[src/rtl/if_prefetch_unit.sv]
`default_nettype none
// ============================================================================
// Module   : if_prefetch_unit
// Brief    : Instruction-fetch stage. Issues word-aligned fetches over a
//            req/ack handshake, buffers returned words in a circular
//            prefetch queue and presents the head as {PC, instruction}.
//            Stalls hold the head; redirects flush and restart fetch.
// Revision : 1.0 - initial release
// ============================================================================
module if_prefetch_unit #(
  parameter int unsigned DEPTH    = 4,
  parameter logic [31:0] RESET_PC = 32'h0000_0000
) (
  input  logic                       clk,
  input  logic                       rst,
  input  logic                       stall,
  input  logic                       redirect,
  input  logic [31:0]                redirect_pc,
  output logic                       imem_req,
  output logic [31:0]                imem_addr,
  input  logic                       imem_ack,
  input  logic [31:0]                imem_rdata,
  output logic                       out_valid,
  output logic [31:0]                out_pc,
  output logic [31:0]                out_instr,
  output logic [$clog2(DEPTH+1)-1:0] occupancy
);

  localparam int unsigned PTR_W = $clog2(DEPTH);
  localparam int unsigned OCC_W = $clog2(DEPTH + 1);
  localparam logic [OCC_W-1:0] OCC_FULL = OCC_W'(DEPTH);
  localparam logic [OCC_W-1:0] OCC_ONE  = OCC_W'(1);

  // IDLE: no request outstanding. WAIT: request for fpc outstanding.
  // DISCARD: request for a stale address outstanding; its data is dropped.
  typedef enum logic [1:0] {
    ST_IDLE    = 2'd0,
    ST_WAIT    = 2'd1,
    ST_DISCARD = 2'd2
  } state_e;

  state_e           state_q, state_d;
  logic [31:0]      fpc_q, fpc_d;
  logic [31:0]      disc_addr_q, disc_addr_d;
  logic [PTR_W-1:0] rd_ptr_q, rd_ptr_d;
  logic [PTR_W-1:0] wr_ptr_q, wr_ptr_d;
  logic [OCC_W-1:0] occ_q, occ_d;

  // Queue storage; contents are only meaningful under occ_q, so no reset.
  logic [31:0]      pc_mem_q    [DEPTH];
  logic [31:0]      instr_mem_q [DEPTH];

  logic             push;
  logic             pop;
  logic [OCC_W-1:0] occ_after_pop;
  logic [31:0]      redirect_target;
  logic [1:0]       redirect_pc_lsb_unused;

  // The two low address bits of a redirect are architecturally meaningless.
  assign redirect_target        = {redirect_pc[31:2], 2'b00};
  assign redirect_pc_lsb_unused = redirect_pc[1:0];

  // Head consumption: a redirect squashes the head instead of handing it on.
  always_comb begin
    pop           = out_valid && !stall && !redirect;
    occ_after_pop = occ_q - OCC_W'(pop);
  end

  // Next-state / fetch-PC logic. Redirect outranks everything but reset.
  always_comb begin
    state_d     = state_q;
    fpc_d       = fpc_q;
    disc_addr_d = disc_addr_q;
    push        = 1'b0;

    unique case (state_q)
      ST_IDLE: begin
        // Issue only with a slot guaranteed free; the queue cannot overrun.
        if (!redirect && (occ_q != OCC_FULL)) begin
          state_d = ST_WAIT;
        end
      end

      ST_WAIT: begin
        if (redirect) begin
          // An ack in the redirect cycle is simply dropped; otherwise the
          // old request must still be drained, so remember its address.
          if (imem_ack) begin
            state_d = ST_IDLE;
          end else begin
            state_d     = ST_DISCARD;
            disc_addr_d = fpc_q;
          end
        end else if (imem_ack) begin
          push  = 1'b1;
          fpc_d = fpc_q + 32'd4;
          // Chain straight into the next fetch when the post-push queue
          // still has room; this gives one word per cycle on zero-wait acks.
          if ((occ_after_pop + OCC_ONE) < OCC_FULL) begin
            state_d = ST_WAIT;
          end else begin
            state_d = ST_IDLE;
          end
        end
      end

      ST_DISCARD: begin
        if (imem_ack) begin
          if (!redirect && (occ_after_pop != OCC_FULL)) begin
            state_d = ST_WAIT;
          end else begin
            state_d = ST_IDLE;
          end
        end
      end

      default: begin
        state_d = ST_IDLE;
      end
    endcase

    if (redirect) begin
      fpc_d = redirect_target;
    end
  end

  // Queue pointer and occupancy bookkeeping; a redirect empties the queue.
  always_comb begin
    rd_ptr_d = rd_ptr_q + PTR_W'(pop);
    wr_ptr_d = wr_ptr_q + PTR_W'(push);
    occ_d    = occ_q + OCC_W'(push) - OCC_W'(pop);
    if (redirect) begin
      rd_ptr_d = '0;
      wr_ptr_d = '0;
      occ_d    = '0;
    end
  end

  // State registers with synchronous active-low reset.
  always_ff @(posedge clk) begin
    if (!rst) begin
      state_q     <= ST_IDLE;
      fpc_q       <= RESET_PC;
      disc_addr_q <= '0;
      rd_ptr_q    <= '0;
      wr_ptr_q    <= '0;
      occ_q       <= '0;
    end else begin
      state_q     <= state_d;
      fpc_q       <= fpc_d;
      disc_addr_q <= disc_addr_d;
      rd_ptr_q    <= rd_ptr_d;
      wr_ptr_q    <= wr_ptr_d;
      occ_q       <= occ_d;
    end
  end

  // Queue write port: store the fetched word with the PC it came from.
  always_ff @(posedge clk) begin
    if (rst && push) begin
      pc_mem_q[wr_ptr_q]    <= fpc_q;
      instr_mem_q[wr_ptr_q] <= imem_rdata;
    end
  end

  // Memory-side and IF/ID-side outputs; empty queue presents a nop bubble.
  always_comb begin
    imem_req  = (state_q != ST_IDLE);
    imem_addr = (state_q == ST_DISCARD) ? disc_addr_q : fpc_q;
    occupancy = occ_q;
    out_valid = (occ_q != '0);
    out_pc    = out_valid ? pc_mem_q[rd_ptr_q]    : 32'h0000_0000;
    out_instr = out_valid ? instr_mem_q[rd_ptr_q] : 32'h0000_0000;
  end

endmodule
`default_nettype wire

[config.mk]
export PLATFORM = sky130hd
export DESIGN_NAME = if_prefetch_unit
export DESIGN_NICKNAME = d
export VERILOG_FILES = /design/src/rtl/if_prefetch_unit.sv
export SDC_FILE = /design/constraint.sdc
export NUM_CORES = 1
export LEC_CHECK = 0
export ABC_AREA = 1
export BUFFER_PORTS_ARGS = -buffer_cell sky130_fd_sc_hd__buf_2
export CAP_MARGIN = 15
export CORE_ASPECT_RATIO = 0.8
export CORE_MARGIN = 5
export CORE_UTILIZATION = 38
export CTS_CLUSTER_DIAMETER = 50
export DETAILED_ROUTE_END_ITERATION = 10
export MAX_ROUTING_LAYER = met4
export PLACE_DENSITY = 0.6
export RECOVER_POWER = 25
export SKIP_CTS_REPAIR_TIMING = 1
export SYNTH_ARGS = -nofsm -noshare
export SYNTH_HDL_FRONTEND = slang
export SYNTH_SLANG_ARGS = --single-unit
[constraint.sdc]
create_clock -name clk -period 6.2 [get_ports clk]
set_input_delay 0.93 -clock clk [delete_from_list [all_inputs] [get_ports clk]]
set_output_delay 0.93 -clock clk [all_outputs]
set_load 0.01 [all_outputs]
==> results of run 1 <==
sequential cells by signal, indices dropped and copies added, names as in the netlist:
signal / count
state_q: 2
fpc_q: 30
instr_mem_q: 128
disc_addr_q: 30
occupancy: 3
pc_mem_q: 120
rd_ptr_q: 2
wr_ptr_q: 2
layout by cell type, fill, tap and decap left out, drive strengths merged, types with 2 or more instances in the layout:
master    synthesis  routed
a21oi           114     114
a31oi             8       8
buf              27     149
clkbuf           50      75
clkinv            0       5
clkinvlp          0       4
conb              1       4
dfxtp            69      69
edfxtp          248     248
ha                4       4
inv              73      77
nand2           154     154
nand3            34      34
nand4             6       6
nor2            310     310
nor3             20      20
o211ai            3       3
o21ai           204     204
xnor2             2       2
xor2             15      15
critical path: cells and delay by family, from the launching register on:
kind                   cells  cell delay, ns
buffers and inverters      3            1.61
AOI/OAI and AO/OA          2            0.40
DFF                        1            0.49
cells by family after synthesis:
| kind of cell | count (synthesis) | share of synthesized area |
|---|---|---|
| XOR/XNOR | 17 | 0.0111 |
| buffers and inverters | 150 | 0.0447 |
| other | 1 | 0.000279 |
| AND/OR/NAND/NOR | 525 | 0.157 |
| adder cells (fa/ha/maj) | 5 | 0.00521 |
| AO/OA/AOI/OAI | 331 | 0.125 |
| flip-flops | 317 | 0.657 |
worst min-delay path by stage:
stage	start	endpoint	slack, ns	depth (start not counted)
after floorplan	fpc_q[25]$_SDFFE_PN0P_	pc_mem_q[0][25]$_DFFE_PP_	0.48	0
after global placement	disc_addr_q[21]$_SDFFE_PN0P_	disc_addr_q[21]$_SDFFE_PN0P_	0.51	2
after detailed placement	disc_addr_q[21]$_SDFFE_PN0P_	disc_addr_q[21]$_SDFFE_PN0P_	0.52	2
after CTS	disc_addr_q[21]$_SDFFE_PN0P_	disc_addr_q[21]$_SDFFE_PN0P_	0.53	2
after global routing	fpc_q[25]$_SDFFE_PN0P_	pc_mem_q[3][25]$_DFFE_PP_	0.57	0
final	disc_addr_q[21]$_SDFFE_PN0P_	disc_addr_q[21]$_SDFFE_PN0P_	0.53	2
where the power goes:
| group | internal (uW) | switching [uW] |
|---|---|---|
| Combinational | 67.9 | 148 |
| Clock | 1180 | 832 |
| Sequential | 2320 | 41.9 |
| Total | 3570 | 1020 |
through the flow:
step	TNS, ns	setup slack, ns	power (uW)
finish	0	2.17	4590
global route	0	1.85	4760
CTS	0	2.12	4640
detailed placement	0	2.10	2630
global placement	0	2.10	2620
floorplan	-51.74	-0.209	2520
cell type report:
cell class / count / area [sq um] / share of cell area
clock inverters: 14 / 124 / 0.00787
diodes: 1 / 2.50 / 0.000159
well taps: 472 / 591 / 0.0375
inverters: 73 / 274 / 0.0174
multi-input cells: 882 / 4060 / 0.258
clock buffers: 51 / 998 / 0.0634
flip-flops and latches: 317 / 8830 / 0.561
repair buffers: 173 / 861 / 0.0547
metal layers:
| layer | wire (um) | track usage | vias to the layer above |
|---|---|---|---|
| li1 | - | - | 4898 |
| met1 | 16100 | 0.252 | 4697 |
| met2 | 15500 | 0.275 | 306 |
| met3 | 2420 | 0.0307 | 51 |
| met4 | 597 | 0.0413 | 0 |
| met5 | 0 | - | - |
==> metrics, run 1 <==
number of antenna-violating nets in the routed design 0; initial core utilization 0.386; Finish-stage setup viols 0; Die Area 0.0393 sq mm; YS warnings 0; synth top area cells edfxtp_1 (55%), dfxtp_1 (10%), nor2_1 (8.5%), o21ai_0 (7.6%), nand2_1 (4.2%); sequential element share of the synthesized area 0.657; Die X 220 um; Clock Pin Slew Worst Setup and Hold Paths 0.06 ns; I/O pins 170; CP startpoint rd_ptr_q[0]$_SDFF_PP0_; worst setup path endpoint out_instr[12]; DRT Pass-1 Iters 5; layout cells sized above 1 0.152; Max H-tree Level 2; Syn Inst Count 1346; fmax 0.248 GHz; PD cells 292 mW/mm^2; Final nets 1557; VDD IR max 0.147 mV; Slew headroom 0.256; placed insts 1917; CTS sink cnt 317; RSZ-0062 raised after global routing false; final wirelength 34.6 mm; routed via count 9952; Finished Layout Cells 1983; CP arrival 3.10 ns; CP max stage cell inv_2; Post-DP HPWL 20.8 mm; DR vias/cell 5.02; largest stage delay on the critical path 0.84 ns; gr usage total 0.179; dpl cell area 0.0147 sq mm; Tcrit/Tclk final 0.650; crit start category flop; Primary FF master, synth edfxtp_1; vias in the first global route 9522; Worst Hold Class reg -> reg; initial antenna violation count 0; leading area contributor after synthesis edfxtp_1; Pins Over Slew Limit 0; critical path required time 5.27 ns; asr flop ratio synth 0; Final Hold Slack 0.533 ns; final-report hold violation count 0; Critical R2R Launch state_q[0]$_SDFFE_PN0P_; Leak Pwr 0.00578 uW; 1st-iter DRT viols 664; register bit total from synthesis 317; synthesized area per cell 9.99 sq um; Netlist cell types 33; worst-margin pin slew 1.11 ns; count of input and output buffers 163; final instance area 0.0157 sq mm; top-count cell post-synth nor2_1; WL/cell 17.5 um; Site Rows 61; die height 178 um; first-pass GRT wire length 53.2 mm; status finished, final reports clean; Post-Route Utilization 0.451; CTS buffer count 36; RR Endpoint instr_mem_q[1][2]$_DFFE_PP_; EDFF count, synth 248; Worst-Skew Late Latency 0.53 ns; Worst Path Max Fanout 71; GRT overflow 0; Cell Area, Synth 0.0134 sq mm; critical path class reg -> out; clk root buf clkbuf_16; largest net degree at the start of global routing 85; crit-path cells inv_2 > buf_4 > o21ai_0 > a21oi_1 > buf_2; Synth top area share 0.554; Post-synth top cells nor2_1 (305), edfxtp_1 (248), o21ai_0 (203); R2R Setup Slk 3.36 ns; min Tclk post-route 4.03 ns; Core Area 0.0349 sq mm; Synth-to-Final Area Change 17.1%; worst reg2reg path depth 9; fill count 3287; Critical Path Sink Type output pin; clock skew 0.0149 ns; max cap viols 0; TritonCTS clock tree done; routability cong. 0.880; # DRC 0; clock buffer depth 3
Note: power is estimated with default switching activity, not from simulation.
==> inputs of run 2 (changes only) <==
clock period = 3.5 ns   (was 6.2 ns; I/O delays follow)
==> run 2 against run 1 <==
Worst hold slack got worse by 0.28 ns. Flip-flop and latch count unchanged. Clock skew increased by 0.0052 ns. Critical path depth increased by 1. Total power increased by 77%. First-iteration DRC count increased by 6.2%. Largest power group unchanged. Non-clock buffer count increased by 14.
==> metrics, run 2 (synthesized netlist as in run 1, its figures left out) <==
status finished, final reports clean (unchanged); Post-DP HPWL 21.8 mm (was 20.8 mm); fmax 0.317 GHz; Die Area 0.0393 sq mm (unchanged); Pins Over Slew Limit 0 (unchanged); Finish-stage setup viols 0 (unchanged); largest net degree at the start of global routing 78 (was 85); RSZ-0062 raised after global routing false (unchanged); Net Switching 1850 uW (was 1020 uW); max cap viols 0 (unchanged); final-report hold violation count 0 (unchanged); Setup WS pre-CTS 0.880 ns (was 2.10 ns); vias in the first global route 9510 (was 9522); clock skew 0.0201 ns (was 0.0149 ns); DR vias/cell 5.00 (was 5.02); Largest Register instr_mem_q (unchanged); final wirelength 34.6 mm (about the same); Clock Pin Slew Worst Setup and Hold Paths 0.06 ns (about the same); initial antenna violation count 0 (unchanged); family with the most delay on the worst path buffers and inverters (unchanged); Worst Path Max Fanout 50 (was 71); first-pass GRT wire length 53.7 mm (was 53.2 mm); gr usage total 0.180 (was 0.179); # DRC 0 (unchanged); Seq pwr share 0.516 (about the same); CTS sink cnt 317 (unchanged); critical path required time 2.97 ns (was 5.27 ns); count of input and output buffers 163 (unchanged); Max H-tree Level 2 (unchanged); GRT overflow 0 (unchanged); CP max stage cell dfxtp_4 (was inv_2); Post-Route Utilization 0.457 (was 0.451); crit-path cells inv_2 > buf_4 > buf_4 > o21ai_0 > a21oi_1 > buf_2 (was inv_2 > buf_4 > o21ai_0 > a21oi_1 > buf_2); fill count 3322 (was 3287); clk root buf clkbuf_16 (unchanged); Final nets 1570 (was 1557); CP most frequent cell buf_4; Clk pwr share 0.436 (was 0.438); Core Area 0.0349 sq mm (unchanged); CTS buffer count 35 (was 36); Internal Power 6280 uW (was 3570 uW); Total Power 8130 uW (was 4590 uW); number of antenna-violating nets in the routed design 0 (unchanged); Critical Path Sink Type output pin (unchanged); Worst-Skew Late Latency 0.52 ns (was 0.53 ns); sw frac 0.227 (was 0.222); TritonCTS clock tree done (unchanged); routed via count 9973 (was 9952); routability cong. 0.904 (was 0.880); Slew headroom 0.422 (was 0.256); Gate power share 0.048 (was 0.047); most frequent cells in the layout nor2_1 (304), edfxtp_1 (248), o21ai_0 (203) (unchanged); min Tclk post-route 3.15 ns; Die X 220 um (unchanged); PD cells 511 mW/mm^2 (was 292 mW/mm^2); worst-margin pin slew 0.866 ns (was 1.11 ns); max reg flops 128 (unchanged); Worst Setup Slack, final 0.348 ns (was 2.17 ns); VDD IR max 0.280 mV (was 0.147 mV); DRT Pass-1 Iters 5 (unchanged); largest stage delay on the critical path 0.75 ns (was 0.84 ns); critical path class reg -> out (unchanged); CP arrival 2.63 ns (was 3.10 ns); Tcrit/Tclk final 0.901; layout cells sized above 1 0.159 (was 0.152); Worst Hold Class in -> reg (was reg -> reg); Final Hold Slack 0.255 ns (was 0.533 ns); I/O pins 170 (unchanged); clock buffer depth 3 (unchanged); 1st-iter DRT viols 705 (was 664); commonest non-fill, non-tap cell in the layout nor2_1 (unchanged); Largest regs instr_mem_q: 128 flops, pc_mem_q: 120 flops (unchanged); WL/cell 17.4 um (was 17.5 um); initial core utilization 0.386 (unchanged); Leak Pwr 0.00587 uW (was 0.00578 uW); die height 178 um (unchanged); crit start category flop (unchanged); final antenna diode count 0 (was 1); Synth-to-Final Area Change 18.4% (was 17.1%); Site Rows 61 (unchanged); crit path buf inv count 4 (was 3)
[run 2: cell types whose count changed in the layout (fill, tap and decap cells not counted), sizes merged]
| cell | before | now |
|---|---|---|
| bufinv | 1 | 2 |
| buf | 149 | 155 |
| clkinv | 5 | 9 |
| clkbuf | 75 | 72 |
| inv | 77 | 80 |
| diode | 1 | 0 |
[run 2: power by group through the flow]
stage          combinational [uW]  clock [uW]  sequential [uW]
5_1_grt                       436        3800             4200
3_3_place_gp                  389           0             4270
4_1_cts                       396        3630             4190
2_1_floorplan                 226           0             4240
6_report                      391        3550             4190
3_5_place_dp                  394           0             4270
[run 2: final timing paths]
| kind | start | endpoint | slack (ns) | cells past startpoint |
|---|---|---|---|---|
| max | rd_ptr_q[0]$_SDFF_PP0_ | out_instr[18] | 0.35 | 6 |
| min | imem_rdata[4] | instr_mem_q[3][4]$_DFFE_PP_ | 0.25 | 1 |
| max reg2reg | state_q[0]$_SDFFE_PN0P_ | instr_mem_q[1][18]$_DFFE_PP_ | 1.25 | 9 |
| min reg2reg | disc_addr_q[21]$_SDFFE_PN0P_ | disc_addr_q[21]$_SDFFE_PN0P_ | 0.53 | 2 |
[run 2: per-stage QoR]
step / std cells / setup TNS, ns / instance area (sq um)
after floorplan: 1349 / -156.73 / 13500
after global placement: 1931 / 0 / 14900
after detailed placement: 1931 / 0 / 14900
after CTS: 1993 / 0 / 16000
after global routing: 1993 / 0 / 15900
final: 1993 / 0 / 15900
[run 2: metal layers]
metal / share of wire / GRT usage / routed length [um] / vias to the layer above
met5: 0 / - / 0 / -
met4: 0.020 / 0.0416 / 679 / 0
met2: 0.45 / 0.272 / 15400 / 290
met1: 0.48 / 0.258 / 16400 / 4707
met3: 0.059 / 0.0270 / 2050 / 54
li1: - / - / - / 4922
[run 2: final cells by class]
type / instances / area, sq um / share of cell area
clock inverters: 22 / 204 / 0.0128
repair buffers: 187 / 1030 / 0.0647
well taps: 472 / 591 / 0.0371
clock buffers: 40 / 905 / 0.0568
flip-flops and latches: 317 / 8830 / 0.555
multi-input cells: 882 / 4090 / 0.257
inverters: 73 / 274 / 0.0172
==> inputs of run 3 (changes only) <==
PLACE_DENSITY = 0.58   (was 0.6)
clock period = 3.97 ns   (was 3.5 ns; I/O delays follow)
==> run 3 against run 2 <==
Critical path depth fell by 1. Wire length rose by 0.51%. Register-to-register slack gained 0.20 ns. Clock power is 15% lower. Clock-buffer cell count grew 8. Combinational power decreased by 13%. Cell count shrank 0.35%. Cell area fell by 0.60%. Critical path type unchanged. Highest routed layer unchanged.
==> metrics, run 3 (synthesized netlist as in run 1, its figures left out) <==
die height 178 um (unchanged); max reg flops 128 (unchanged); layout cells sized above 1 0.150 (was 0.159); # DRC 0 (unchanged); gr usage total 0.181 (was 0.180); fmax 0.309 GHz; DR vias/cell 5.04 (was 5.00); final antenna diode count 0 (unchanged); Largest regs instr_mem_q: 128 flops, pc_mem_q: 120 flops (unchanged); critical path class reg -> out (unchanged); setup_tns 0 ns (unchanged); Worst Path Max Fanout 66 (was 50); Slew headroom 0.259 (was 0.422); number of antenna-violating nets in the routed design 0 (unchanged); Post-DP HPWL 21.6 mm (was 21.8 mm); most frequent cells in the layout nor2_1 (304), edfxtp_1 (248), o21ai_0 (203) (unchanged); Synth-to-Final Area Change 17.7% (was 18.4%); Finish-stage setup viols 0 (unchanged); TritonCTS clock tree done (unchanged); largest stage delay on the critical path 0.74 ns (was 0.75 ns); first-pass GRT wire length 53.7 mm (about the same); clock skew 0.0185 ns (was 0.0201 ns); Largest Register instr_mem_q (unchanged); Final Hold Slack 0.333 ns (was 0.255 ns); Critical Path Sink Type output pin (unchanged); final-report hold violation count 0 (unchanged); RSZ-0062 raised after global routing false (unchanged); crit start category flop (unchanged); placed insts 1925 (was 1931); VDD IR max 0.238 mV (was 0.280 mV); initial core utilization 0.386 (unchanged); commonest non-fill, non-tap cell in the layout nor2_1 (unchanged); Max H-tree Level 2 (unchanged); Die Area 0.0393 sq mm (unchanged); Finished Layout Cells 1986 (was 1993); clock buffer depth 3 (unchanged); PD cells 445 mW/mm^2 (was 511 mW/mm^2); clk root buf clkbuf_16 (unchanged); critical path required time 3.37 ns (was 2.97 ns); Core Area 0.0349 sq mm (unchanged); WL/cell 17.5 um (was 17.4 um); routability cong. 0.882 (was 0.904); worst-margin pin slew 1.11 ns (was 0.866 ns); CP max stage cell dfxtp_4 (unchanged); count of input and output buffers 163 (unchanged); Pins Over Slew Limit 0 (unchanged); Worst Hold Class in -> reg (unchanged); 1st-iter DRT viols 612 (was 705); Final nets 1564 (was 1570); GRT overflow 0 (unchanged); Leak Pwr 0.00583 uW (was 0.00587 uW); Site Rows 61 (unchanged); CTS buffer count 35 (unchanged); min Tclk post-route 3.24 ns; max cap viols 0 (unchanged); status finished, final reports clean (unchanged); Worst-Skew Late Latency 0.52 ns (about the same); Clock Pin Slew Worst Setup and Hold Paths 0.06 ns (about the same); routed via count 10.0k (was 9973); I/O pins 170 (unchanged); vias in the first global route 9464 (was 9510); largest net degree at the start of global routing 67 (was 78); CP arrival 2.65 ns (was 2.63 ns); initial antenna violation count 0 (unchanged); Tcrit/Tclk final 0.816; DRT Pass-1 Iters 6 (was 5); CTS sink cnt 317 (unchanged); final wirelength 34.8 mm (was 34.6 mm); Die X 220 um (unchanged); crit-path cells inv_2 > buf_12 > o21ai_0 > a21oi_1 > buf_2 (was inv_2 > buf_4 > buf_4 > o21ai_0 > a21oi_1 > buf_2)
[run 3: cell count changes in the layout (fill, tap and decap cells not counted), moves of 2 or more]
cell,previous run,this run
clkinv_1,1,4
buf_4,18,12
bufinv_16,2,0
clkbuf_1,36,41
inv_8,2,0
inv_6,5,2
clkbuf_16,35,37
clkinvlp_4,4,0
[run 3: area by class of cell]
type                    count  area (sq um)
fillers                  3351         19000
flip-flops and latches    317          8830
multi-input cells         882          4090
clock buffers              48           987
repair buffers            181           986
well taps                 472           591
inverters                  73           274
clock inverters            13          71.3
[run 3: layer usage]
layer	track usage	routed length, um	up-vias
met5	-	0	-
met4	0.0442	574	0
met3	0.0350	2180	49
met2	0.271	15300	281
met1	0.256	16700	4772
li1	-	-	4908
[run 3: through the flow]
step	total power [uW]	worst slack, ns	util	cell area (sq um)
2_1_floorplan	3940	-0.232	-	13500
3_3_place_gp	4100	1.08	0.425	14800
3_5_place_dp	4110	1.08	0.425	14800
4_1_cts	7120	0.721	0.455	15900
5_1_grt	7340	0.557	0.454	15800
6_report	7050	0.729	0.454	15800
[run 3: final timing paths]
path	start	end	slack, ns	cells past startpoint
worst min-delay path	imem_rdata[29]	instr_mem_q[3][29]$_DFFE_PP_	0.33	1
worst max register to register	state_q[0]$_SDFFE_PN0P_	instr_mem_q[3][13]$_DFFE_PP_	1.45	9
worst min register to register	disc_addr_q[21]$_SDFFE_PN0P_	disc_addr_q[21]$_SDFFE_PN0P_	0.53	2
worst max-delay path	rd_ptr_q[0]$_SDFF_PP0_	out_instr[20]	0.73	5
[run 3: worst max-delay path: cells and delay by family, from the launching register on]
| family | cells | cell delay, ns |
|---|---|---|
| buf+inv | 3 | 0.93 |
| flops | 1 | 0.74 |
| compound gates | 2 | 0.38 |
[run 3: power by group]
group | switching, uW | total [uW] | internal (uW)
clock | 1260 | 3010 | 1740
sequential | 66.4 | 3700 | 3630
combinational | 233 | 342 | 108
